**src/rtl/serial_adder_unit.sv**
```systemverilog
// serial_adder_unit: bit-serial WIDTH-bit adder with valid/ready on both sides.
// One operand set {a, b, cin} is accepted in IDLE, one sum bit is produced per
// clock LSB first in RUN, and {sum, cout} is presented in DONE until taken.
// Optional feature macro: SERIAL_ADDER_OVF_EN adds the signed-overflow port ovf.
module serial_adder_unit #(
  parameter int WIDTH = 4
) (
  input  logic             clk,
  input  logic             rst_n,
  input  logic             in_valid,
  output logic             in_ready,
  input  logic [WIDTH-1:0] a,
  input  logic [WIDTH-1:0] b,
  input  logic             cin,
  output logic             out_valid,
  input  logic             out_ready,
  output logic [WIDTH-1:0] sum,
  output logic             cout,
  output logic             busy
`ifdef SERIAL_ADDER_OVF_EN
  ,
  output logic             ovf
`endif
);

  localparam int CW = (WIDTH > 1) ? $clog2(WIDTH) : 1;

  typedef enum logic [1:0] {
    IDLE,
    RUN,
    DONE
  } state_t;

  state_t           state_q, state_d;
  logic [WIDTH-1:0] a_sh_q, a_sh_d;
  logic [WIDTH-1:0] b_sh_q, b_sh_d;
  logic [WIDTH-1:0] sum_q, sum_d;
  logic             carry_q, carry_d;
  logic             cout_q, cout_d;
  logic [CW-1:0]    cnt_q, cnt_d;
  logic             bit_s;
  logic             bit_maj;
`ifdef SERIAL_ADDER_OVF_EN
  logic             ovf_q, ovf_d;
`endif

  // Next-state and datapath: latch operands in IDLE, add one bit per cycle in RUN, hold in DONE.
  always_comb begin
    state_d = state_q;
    a_sh_d  = a_sh_q;
    b_sh_d  = b_sh_q;
    sum_d   = sum_q;
    carry_d = carry_q;
    cout_d  = cout_q;
    cnt_d   = cnt_q;
`ifdef SERIAL_ADDER_OVF_EN
    ovf_d   = ovf_q;
`endif
    bit_s   = a_sh_q[0] ^ b_sh_q[0] ^ carry_q;
    bit_maj = (a_sh_q[0] & b_sh_q[0]) | (a_sh_q[0] & carry_q) | (b_sh_q[0] & carry_q);

    case (state_q)
      IDLE: begin
        if (in_valid) begin
          a_sh_d  = a;
          b_sh_d  = b;
          carry_d = cin;
          cnt_d   = '0;
          state_d = RUN;
        end
      end
      RUN: begin
        a_sh_d  = a_sh_q >> 1;
        b_sh_d  = b_sh_q >> 1;
        sum_d   = (sum_q >> 1) | (WIDTH'(bit_s) << (WIDTH - 1));
        carry_d = bit_maj;
        cnt_d   = cnt_q + CW'(1);
        if (cnt_q == CW'(WIDTH - 1)) begin
          cout_d  = bit_maj;
`ifdef SERIAL_ADDER_OVF_EN
          ovf_d   = carry_q ^ bit_maj;
`endif
          state_d = DONE;
        end
      end
      DONE: begin
        if (out_ready) begin
          state_d = IDLE;
        end
      end
      default: begin
        state_d = IDLE;
      end
    endcase
  end

  // State and datapath registers; an asynchronous reset discards any transaction in flight.
  always_ff @(posedge clk or negedge rst_n) begin
    if (!rst_n) begin
      state_q <= IDLE;
      a_sh_q  <= '0;
      b_sh_q  <= '0;
      sum_q   <= '0;
      carry_q <= 1'b0;
      cout_q  <= 1'b0;
      cnt_q   <= '0;
`ifdef SERIAL_ADDER_OVF_EN
      ovf_q   <= 1'b0;
`endif
    end else begin
      state_q <= state_d;
      a_sh_q  <= a_sh_d;
      b_sh_q  <= b_sh_d;
      sum_q   <= sum_d;
      carry_q <= carry_d;
      cout_q  <= cout_d;
      cnt_q   <= cnt_d;
`ifdef SERIAL_ADDER_OVF_EN
      ovf_q   <= ovf_d;
`endif
    end
  end

  assign in_ready  = (state_q == IDLE);
  assign out_valid = (state_q == DONE);
  assign busy      = (state_q != IDLE);
  assign sum       = sum_q;
  assign cout      = cout_q;
`ifdef SERIAL_ADDER_OVF_EN
  assign ovf       = ovf_q;
`endif

endmodule
```
**config.mk**
```make
export PLATFORM = sky130hd
export DESIGN_NAME = serial_adder_unit
export DESIGN_NICKNAME = d
export VERILOG_FILES = /design/src/rtl/serial_adder_unit.sv
export SDC_FILE = /design/constraint.sdc
export NUM_CORES = 1
export LEC_CHECK = 0
export CORE_MARGIN = 5
export CORE_UTILIZATION = 40
export DETAILED_ROUTE_END_ITERATION = 10
export PLACE_DENSITY_LB_ADDON = 0.25
export SYNTH_ARGS = -nofsm -noshare
export SYNTH_HDL_FRONTEND = slang
export SYNTH_SLANG_ARGS = --single-unit
```
**constraint.sdc**
```tcl
create_clock -name clk -period 1.6 [get_ports clk]
set_clock_uncertainty 0.1 [all_clocks]
set_input_delay 0.16 -clock clk [delete_from_list [all_inputs] [get_ports clk]]
set_output_delay 0.16 -clock clk [all_outputs]
set_load 0.005 [all_outputs]
```
==> reports/results.txt <==
Routed len/inst: 13.3 um
Sw frac: 37.6%
Ranking of synthesized cells by area: dfrtp_1, o22ai_1, nand2_1
Fraction of layout cells with a size suffix above 1: 18.6%
Reg power frac: 39.8%
Final Util: 58.0%
Max FO, Critical Path: 7
RD Place Congestion: 0.786
Vias in the first global route: 730
Total power: 0.00211 W
Largest net degree at the start of global routing: 19
Slew Limit Headroom: 81.3%
Pins Over Slew Limit: 0
Unrepaired setup endpoints after global routing: false
Syn Inst Count: 84
R2R setup slack: 120 ps
Clk pin slew, worst setup/hold paths: 100 ps
N_diodes: 0
Cell internal pwr: 0.00132 W
Ys async rst share: 100%
Total grt overflow: 0
Routed wire length: 1870 um
FILL cells: 203
# clock sinks: 18
Most frequent cell after synthesis: dfrtp_1
Synth Register Bits: 18
Syn avg cell area: 9.88 um^2
Num rows: 16
Initial antenna violation count: 0
Max Cap Viol: 0
# DRC: 0
Kind of critical path: flop to flop
Peak supply drop: 0.000971 V
Setup crit end kind: flop
Final Net Count: 130
Worst-Skew Late Latency: 290 ps
Post-synth top flop: dfrtp_1
CP arrival: 1560 ps
Run status: completed
Vias/cell: 5.06
Sum Neg Setup Slack: 0 ps
Achievable frequency: 674 MHz
Tcrit/Tclk final: 92.8%
Initial core utilization: 42.3%
Die Span Y: 55.5 um
Number of synthesized flops with an enable pin: 0
Seq/Total Area, Yosys: 54.3%
R2r endpoint: cout
Final ANT Viol Nets: 0
Cell Pwr Density: 1850 nW/um^2
First drt pass iteration count: 4
Post-synth top area share: 54.3%
Sw power: 0.000791 W
All-Layer GR Usage: 13.5%
Top-Level Pins: 21
CTS Buf Count: 3
Final Hold Violating Endpoints: 0
Gate power share: 49.8%
Hold crit path type: input port to asynchronous set/reset pin
H-tree levels: 1
Full die area: 3080 um^2
First-pass GRT wire length: 3260 um
Warnings from Yosys: 0
LEAKAGE: 0.520 nW
Via count: 709
Commonest cells in the netlist: dfrtp_1, nand2_1, o22ai_1, a21oi_1, o21ai_0
Synth cell types: 20
Synthesized area: 830 um^2
Fin Hold WS: 82.8 ps
Layout area overhead: 37.1%
TritonCTS clock tree: done
Slew @ Worst Pin: 279 ps
HPWL after DPL: 1320 um
Crit path time final: 1480 ps
Reg2reg path depth: 5
Starting DRT DRC Count: 11
Count of final setup violators: 0
Critical Path RT: 1680 ps
Die Width: 55.5 um
CTS root buffer: clkbuf_4
Syn Nets: 99
Max Buffers Root-to-Sink: 2
Clock Power Share: 10.4%
RR Startpoint: state_q[1]
Type of origin of the critical path: flop
Core area: 1960 um^2
Post-synth top area cell: dfrtp_1
Port Buffers: 20
-- cells in the final DEF, fill, tap and decap left out --
master and count:
nand2_2 1, inv_1 1, buf_4 10, dlymetal6s2s_1 1
dlygate4sd2_1 2, ha_1 1, mux2_4 1, o22ai_1 14
inv_2 2, fa_1 1, nand2b_2 2, nand2_1 17
clkdlybuf4s50_1 17, nor2_1 3, o31ai_1 1, nor2b_1 2
clkbuf_4 3, o21ai_1 3, o21ai_0 4, dfrtp_2 1
a21oi_1 8, nor2b_4 1, dfrtp_1 17
-- timing repair --
item | 4_1_cts | 5_1_grt
buffers inserted | 5 | 0
endpoints found under the setup margin | 3 | 6
endpoints found under the hold margin | 0 | 0
gates resized for setup | 3 | 2
hold buffers | 0 | 0
-- stage by stage --
step / instance area, um^2 / cells / worst slack, ps
6_report: 1140 / 140 / 116
3_3_place_gp: 1070 / 132 / 191
5_1_grt: 1140 / 140 / 73.5
3_5_place_dp: 1070 / 132 / 163
2_1_floorplan: 830 / 84 / 295
4_1_cts: 1130 / 140 / 20.4
-- power by group through the flow --
| stage | registers, W | logic [W] | clock network (W) |
|---|---|---|---|
| 2_1_floorplan | 0.000801 | 0.000655 | 0 |
| 3_3_place_gp | 0.000859 | 0.000957 | 0 |
| 4_1_cts | 0.000838 | 0.00106 | 0.000228 |
| 3_5_place_dp | 0.000865 | 0.000977 | 0 |
| 5_1_grt | 0.000872 | 0.00120 | 0.000236 |
| 6_report | 0.000839 | 0.00105 | 0.000218 |
-- state kept, by name, indices dropped and copies added (netlist names) --
name     cells
state_q      2
cout         1
sum          4
cnt_q        2
carry_q      1
b_sh_q       4
a_sh_q       4
-- metal layers --
metal | up-vias | GRT usage, % | wire [um]
met4 | 0 | 9.38 | 58
met3 | 4 | 2.10 | 69
li1 | 355 | - | -
met5 | - | 0 | 0
met1 | 331 | 17.2 | 862
met2 | 19 | 20.6 | 874
-- area by class of cell --
cell class	instances	area, um^2	share of cell area, %
flip-flops and latches	18	452	39.7
clock buffers	3	22.5	1.98
repair buffers	30	275	24.2
well taps	27	33.8	2.97
inverters	3	11.3	0.990
multi-input cells	59	343	30.1
-- kinds of logic (layout without fill, tap and decap cells) --
group,Yosys count,count (layout),share of synthesized area (%)
and+or+nand+nor,26,26,14.8
AOI/OAI and AO/OA,30,30,20.5
DFF,18,18,54.3
adders and majority gates,2,2,3.92
muxes,1,1,1.81
buffers and inverters,7,36,4.67
-- how the worst max path moves through the flow --
stage | startpoint | to | cells past startpoint
CTS | state_q[0] | busy | 3
global placement | state_q[0] | out_valid | 2
floorplan | a_sh_q[0] | cout | 2
finish | state_q[1] | cout | 5
detailed placement | in_valid | carry_q | 4
global route | state_q[1] | cout | 5
-- critical path, stage by stage, from the launching register on --
cell and delay (ps):
dfrtp_1 400, buf_4 150, buf_4 150, nor2b_4 190, nand2_2 90, mux2_4 290
(Power assumes the default switching activity.)
